File: config.mk
export PLATFORM = sky130hd
export DESIGN_NAME = fc_input_buffer
export DESIGN_NICKNAME = d
export VERILOG_FILES = /design/src/rtl/fc_input_buffer.sv
export SDC_FILE = /design/constraint.sdc
export NUM_CORES = 1
export LEC_CHECK = 0
export ABC_AREA = 1
export ABC_CLOCK_PERIOD_IN_PS = 2800
export BUFFER_PORTS_ARGS = -buffer_cell sky130_fd_sc_hd__buf_2
export CAP_MARGIN = 20
export CELL_PAD_IN_SITES_DETAIL_PLACEMENT = 2
export CELL_PAD_IN_SITES_GLOBAL_PLACEMENT = 2
export CORE_AREA = 4 4 404 406
export CTS_CLUSTER_DIAMETER = 50
export CTS_CLUSTER_SIZE = 30
export DETAILED_ROUTE_END_ITERATION = 8
export DIE_AREA = 0 0 408 410
export GPL_ROUTABILITY_DRIVEN = 1
export GPL_TIMING_DRIVEN = 0
export PLACE_DENSITY = 0.73
export SYNTH_ARGS = -nofsm -noshare
export SYNTH_HDL_FRONTEND = slang
export SYNTH_SLANG_ARGS = --single-unit
File: constraint.sdc
create_clock -name clk -period 2.8 [get_ports clk]
set_input_delay 0.14 -clock clk [delete_from_list [all_inputs] [get_ports clk]]
set_output_delay 0.14 -clock clk [all_outputs]
set_load 0.005 [all_outputs]
File: src/rtl/fc_input_buffer.sv
// Serial-to-parallel activation loader: assembles IN stream beats into the
// parallel vector x feeding the fully-connected layer, checking frame length.
module fc_input_buffer #(
    parameter int WIDTH = 8,
    parameter int IN    = 128
) (
    input  logic             clk,
    input  logic             rst_n,
    input  logic [WIDTH-1:0] s_data,
    input  logic             s_valid,
    input  logic             s_last,
    output logic             s_ready,
    output logic [WIDTH-1:0] x [0:IN-1],
    output logic             x_valid,
    input  logic             x_ready,
    output logic             frame_err,
    output logic [15:0]      frame_cnt
);

    localparam int IDX_W = (IN > 1) ? $clog2(IN) : 1;
    localparam logic [IDX_W-1:0] LAST_IDX = IDX_W'(IN - 1);

    typedef enum logic [1:0] {
        FILL  = 2'd0,
        HOLD  = 2'd1,
        DRAIN = 2'd2
    } state_t;

    state_t           state_r;
    state_t           state_nxt_s;
    logic [IDX_W-1:0] idx_r;
    logic [IDX_W-1:0] idx_nxt_s;
    logic [WIDTH-1:0] x_r [0:IN-1];
    logic             s_ready_r;
    logic             x_valid_r;
    logic             frame_err_r;
    logic [15:0]      frame_cnt_r;
    logic             beat_s;
    logic             wr_en_s;
    logic             err_nxt_s;
    logic             cnt_inc_s;

    // s_ready_r mirrors the current state, so this is purely a registered decode
    assign beat_s = s_valid & s_ready_r;

    // Next-state, beat index and event decode
    always_comb begin
        state_nxt_s = state_r;
        idx_nxt_s   = idx_r;
        wr_en_s     = 1'b0;
        err_nxt_s   = 1'b0;
        cnt_inc_s   = 1'b0;
        case (state_r)
            FILL: begin
                if (beat_s) begin
                    wr_en_s = 1'b1;
                    if (idx_r == LAST_IDX) begin
                        idx_nxt_s = '0;
                        if (s_last) begin
                            state_nxt_s = HOLD;
                        end else begin
                            err_nxt_s   = 1'b1;
                            state_nxt_s = DRAIN;
                        end
                    end else begin
                        if (s_last) begin
                            err_nxt_s = 1'b1;
                            idx_nxt_s = '0;
                        end else begin
                            idx_nxt_s = idx_r + IDX_W'(1);
                        end
                    end
                end else begin
                    state_nxt_s = FILL;
                end
            end
            HOLD: begin
                if (x_ready) begin
                    cnt_inc_s   = 1'b1;
                    state_nxt_s = FILL;
                end else begin
                    state_nxt_s = HOLD;
                end
            end
            DRAIN: begin
                // Overlong frame: swallow beats until the producer's own last
                if (beat_s && s_last) begin
                    state_nxt_s = FILL;
                    idx_nxt_s   = '0;
                end else begin
                    state_nxt_s = DRAIN;
                end
            end
            default: begin
                state_nxt_s = FILL;
                idx_nxt_s   = '0;
            end
        endcase
    end

    // Control state and registered output decodes
    always_ff @(posedge clk or negedge rst_n) begin
        if (!rst_n) begin
            state_r     <= FILL;
            idx_r       <= '0;
            s_ready_r   <= 1'b1;
            x_valid_r   <= 1'b0;
            frame_err_r <= 1'b0;
            frame_cnt_r <= 16'd0;
        end else begin
            state_r     <= state_nxt_s;
            idx_r       <= idx_nxt_s;
            s_ready_r   <= (state_nxt_s != HOLD);
            x_valid_r   <= (state_nxt_s == HOLD);
            frame_err_r <= err_nxt_s;
            if (cnt_inc_s) begin
                frame_cnt_r <= frame_cnt_r + 16'd1;
            end
        end
    end

    // Activation vector storage; written only while filling
    always_ff @(posedge clk or negedge rst_n) begin
        if (!rst_n) begin
            for (int i = 0; i < IN; i++) begin
                x_r[i] <= '0;
            end
        end else if (wr_en_s) begin
            x_r[idx_r] <= s_data;
        end
    end

    assign x         = x_r;
    assign s_ready   = s_ready_r;
    assign x_valid   = x_valid_r;
    assign frame_err = frame_err_r;
    assign frame_cnt = frame_cnt_r;

endmodule

==> Word-level counts from Yosys, hierarchy flattened <==
Index checks and enable logic that the tools add are counted.
{ "totals": {"word_cells": 175, "register_bits": 1052, "output_inout_bits": 1043} }
{ "op_classes": {"n_eq_ne": 7, "n_mux": 23, "add_sub_neg": 2, "n_reduce_logical": 4, "n_bitwise": 3, "n_lt_le_gt_ge": 2} }
{ "ops": {"columns": ["op", "count"], "rows": [
  ["1024-bit bitwise mux", 1],
  ["8-bit demux with 7-bit select", 1],
  ["7-bit 2-to-1 mux", 4],
  ["7-bit case mux with 3 select lines", 1],
  ["16-bit by 1-bit adder with 16-bit output (second input constant)", 1],
  ["1-bit 2-to-1 mux", 10],
  ["8-bit >= comparator (second input constant)", 1],
  ["8-bit by 1-bit less-than comparator with 1-bit output (second input constant)", 1],
  ["2-bit 2-to-1 mux", 4],
  ["8-bit 2-to-1 mux", 1],
  ["7-bit NOT with 8-bit output", 1],
  ["7-bit by 1-bit adder with 7-bit output (second input constant)", 1],
  ["7-bit equality test (second input constant)", 1],
  ["2-bit case mux with 3 select lines", 1],
  ["2-bit by 1-bit equality test with 1-bit output (second input constant)", 2],
  ["2-bit != test (second input constant)", 2],
  ["3-bit AND reduction", 1],
  ["2-bit equality test (second input constant)", 1],
  ["1-bit logical AND", 2],
  ["2-bit zero test", 1],
  ["2-bit by 1-bit != test with 1-bit output (second input constant)", 1],
  ["1-bit AND", 1],
  ["1-bit NOT", 1]
]} }

==> Depth between registers and ports, before layout <==
{ "logic_depth": {"word_depth": 6, "ltp_mapped": 10} }

==> Worst setup path after synthesis <==
Ideal clock, no wire load.
{ "synth_timing": {"kind": "register to register", "start": "register state_r[0]", "end": "register x_r (netlist bit x[837])", "path_slack_ns": 1.047, "path_buffers": 4, "path_stages_with_launch": 11, "t_arrival_ns": 1.620, "setup_time_ns": 0.133, "path_cell_list": "dfrtp_1 -> clkbuf_2 -> nor2_1 -> nand2_1 -> buf_6 -> nor2_2 -> buf_4 -> nand2_1 -> buf_2 -> nand2_1 -> o21ai_0"} }
{ "synth_between": {"elab_chain_cells": 2} }
{ "synth_lines": {"columns": ["element", "line_no", "text"], "rows": [
  ["start: declaration", "29", "state_t state_r;"],
  ["start signal: assignment", "111", "state_r <= state_nxt_s;"],
  ["2-bit zero test", "53", "case (state_r)"],
  ["1-bit 2-to-1 mux", "53", null],
  ["end signal: indexed assignment", "129", "x_r[idx_r] <= s_data;"],
  ["end: declaration", "33", "logic [WIDTH-1:0] x_r [0:IN-1];"]
]} }
No other way between the ends.
A chain may end at the register's enable or synchronous reset.

==> Worst setup path in the final report <==
{ "layout_timing": {"start": "register idx_r[4]", "end": "register x_r (netlist bit x[149])"} }
{ "layout_between": {"elab_chain_cells": 6, "elab_cells_between_ends": 7, "classes_between": "order compare (2); mux (3); bitwise (1); reduce/logical (1)"} }
{ "layout_lines": {"columns": ["element", "line_no", "text"], "rows": [
  ["start: declaration", "31", "logic [IDX_W-1:0] idx_r;"],
  ["start signal: assignment", "112", "idx_r <= idx_nxt_s;"],
  ["7-bit NOT with 8-bit output (implied by the code) *", "129", null],
  ["8-bit >= comparator (implied by the code) / 8-bit by 1-bit less-than comparator with 1-bit output (equally long branches)", "129", null],
  ["1-bit logical AND (implied by the code)", "129", null],
  ["8-bit 2-to-1 mux (implied by the code)", "129", null],
  ["8-bit demux with 7-bit select *", "129", null],
  ["1024-bit bitwise mux *", "129", null]
]} }
Every way passes the cells marked *; elsewhere a longest branch is shown, timed or not.

==> results by group <==
Worst setup path
  • Worst path required time: 3.38 ns
  • CP endpoint kind: flop
  • Worst setup path class: flop to flop
  • WP data arrival: 3.17 ns
  • Worst Path Max Fanout: 10
  • Worst setup SP type: flop

Global routing
  • Maximum number of pins on one net before global-route repair: 151
  • GRT Resource Usage Total: 0.231
  • Global route overflow: 0
  • Vias in the first global route: 37399
  • Initial antenna violation count: 18
  • First-pass GRT wire length: 282000 um

Timing
  • FMAX: 387 MHz
  • Max_slew headroom: 0.270
  • Final setup fails: 0
  • Worst Setup Slack, final: 0.216 ns
  • Clk_skew: 0.0639 ns
  • Fin Hold WS: -0.655 ns
  • Worst Tran Pin Value: 1.09 ns
  • Slew Limit Fails: 0
  • Final period utilization: 0.923
  • Fin crit period: 2.58 ns
  • Final hold violation count: 139

Placement
  • DP Area: 46300 um2
  • Post-Place Setup Slack: -0.858 ns
  • GPL Wtd Cong: 0.857
  • Placed wire-length estimate: 149000 um
  • Port Buffers: 1055

Routing
  • Vias per cell: 4.78
  • Drt drc: 0
  • DR WL met3: 14500 um
  • Met2 WL: 96200 um
  • Top layer reached by signal wires: met5
  • Final ANT Viol Nets: 0
  • Wirelength, routed: 199000 um
  • M1 wire length: 77700 um
  • 1st-pass router iterations: 7
  • Total number of vias: 34244
  • DRT iter0 DRCs: 2317
  • Wire per inst: 27.8 um

Synthesis
  • Synth area leaders: dfrtp_1, o21ai_0, nand2_1
  • Register area share after synthesis: 0.695
  • Syn Std Cell Area: 37900 um2
  • Synth area leader: dfrtp_1
  • Synth unique cells: 22
  • Synth Area per Inst: 10.2 um2
  • Yosys top cell area share: 0.694
  • Synth Register Bits: 1052
  • Syn nets: 3739
  • Syn Inst Count: 3724
  • Synth warn: 0

Floorplan
  • Ports: 1056
  • Die area: 167000 um2
  • Die Ht: 410 um
  • Standard-cell rows: 147
  • Core ar.: 160000 um2
  • Starting Density: 0.237
  • Die Wd: 408 um

Power and ir drop
  • Pwr Total: 36.9 mW
  • PD cells: 715 nW/um2
  • Leakage: 26.6 nW
  • VDD IR max: 0.501 mV

Status
  • Failing checks: hold timing
  • Status: finished, violations left

Final layout
  • Fin nets: 4965
  • P&R area growth vs syn: 36.4%
  • Design area: 51700 um2
  • Share of cells above drive strength 1: 0.281

Clock tree
  • CTS Hold Bufs: 6
  • Clock Latency Late Sink: 0.75 ns
  • Clk slew on worst S/H paths: 0.07 ns
  • CTS Buf Count: 135
  • # clock sinks: 1052
  • H-tree depth: 4
  • Root Buffer: clkbuf_16
  • TritonCTS clock tree: yes
  • Clock buffer depth: 3

Hold path
  • Type of the most critical hold path: input port to async pin

Flow run
  • Max cap viols: 0
==> final cells by class <==
class | instances | area (um2)
antenna | 9 | 22.5
buffer | 245 | 1090
clock buffer | 156 | 3610
clock inverter | 93 | 1370
fill | 17615 | 108000
inverter | 48 | 180
multi-input combinational | 2372 | 10500
sequential | 1052 | 26300
tap | 2086 | 2610
timing repair buffer | 1096 | 5970
==> worst max-delay path: stages, from the launching register on <==
cell and delay (ns):
dfrtp_1 0.43, inv_1 0.10, nand2_1 0.22, nor2_1 0.72, nand2_1 0.43, clkbuf_1 0.34
nand2_1 0.13, o21ai_0 0.08
==> report_power, final <==
part / switching [mW] / internal (mW) / total (mW) / leakage (nW)
Clock: 7.81 / 11.4 / 19.2 / 2.39
Sequential: 0.206 / 15.5 / 15.8 / 14.6
Combinational: 1.47 / 0.522 / 2.00 / 9.61
Total: 9.49 / 27.4 / 36.9 / 26.6
==> cell families after synthesis <==
group                      synth area share
and+or+nand+nor                       0.134
AOI/OAI and AO/OA                     0.137
buffers and inverters                0.0311
xor gates and xnor gates            0.00208
adders and majority gates          0.000661
DFF                                   0.695
==> what timing repair did <==
item,CTS,global route
cloned,0,1
endpoints found under the hold margin,153,139
endpoints found under the setup margin,510,517
pin swaps,2,4
setup buffers,1,9
resized for setup,40,51
==> cell usage in the layout, fill, tap and decap left out, types with 7 or more instances in the layout <==
cell and n:
buf_12 10, buf_16 12, buf_2 1065, buf_4 9
buf_8 7, bufinv_16 19, clkbuf_1 209, clkbuf_16 139
clkbuf_2 25, clkbuf_8 9, clkinv_2 7, clkinv_4 14
clkinv_8 9, clkinvlp_4 11, dfrtp_1 1051, diode_2 9
inv_1 48, inv_6 17, inv_8 10, nand2_1 1209
nand2_2 28, nand3_1 20, nor2_1 43, nor2_2 7
nor2_4 8, o21ai_0 1034
==> path summary, 6_finish.rpt <==
kind	slack, ns	start	cells past startpoint	endpoint
setup / recovery	0.22	idx_r[4]	7	x[149]
hold / removal	-0.65	rst_n	1	x[147]
setup reg to reg	0.22	idx_r[4]	7	x[149]
hold reg to reg	0.48	x[50]	2	x[50]
max in group asynchronous	0.60	rst_n	5	x[569]
min in group clk	0.12	s_data[4]	4	x[1012]
==> cells in the mapped netlist, drive strengths merged <==
library cell,number
buf,20
dfstp,1
nand3b,2
a21oi,1
ha,2
nor2,58
nand2,1237
xor2,5
dfrtp,1051
nand4,6
inv,48
nand3,20
o21ai,1035
xnor2,4
nor3,2
clkbuf,232
==> state kept, by name (all words and copies together), names as in the netlist <==
signal,count
x,1024
x_valid,1
frame_cnt,16
idx_r,7
state_r,2
s_ready,1
frame_err,1
==> metrics by stage <==
stage	setup TNS [ns]	util	instances
2_1_floorplan	0	-	3724
3_3_place_gp	-	0.286	6865
3_5_place_dp	-158.15	0.290	6889
4_1_cts	0	0.322	7142
5_1_grt	-0.0878	0.323	7148
6_report	0	0.323	7157
==> per-layer routing <==
| metal | vias up | global-route usage |
|---|---|---|
| li1 | 14704 | - |
| met1 | 17951 | 0.269 |
| met2 | 1193 | 0.394 |
| met3 | 388 | 0.0688 |
| met4 | 8 | 0.104 |
| met5 | - | 0 |
Note: power is estimated with default switching activity, not from simulation.
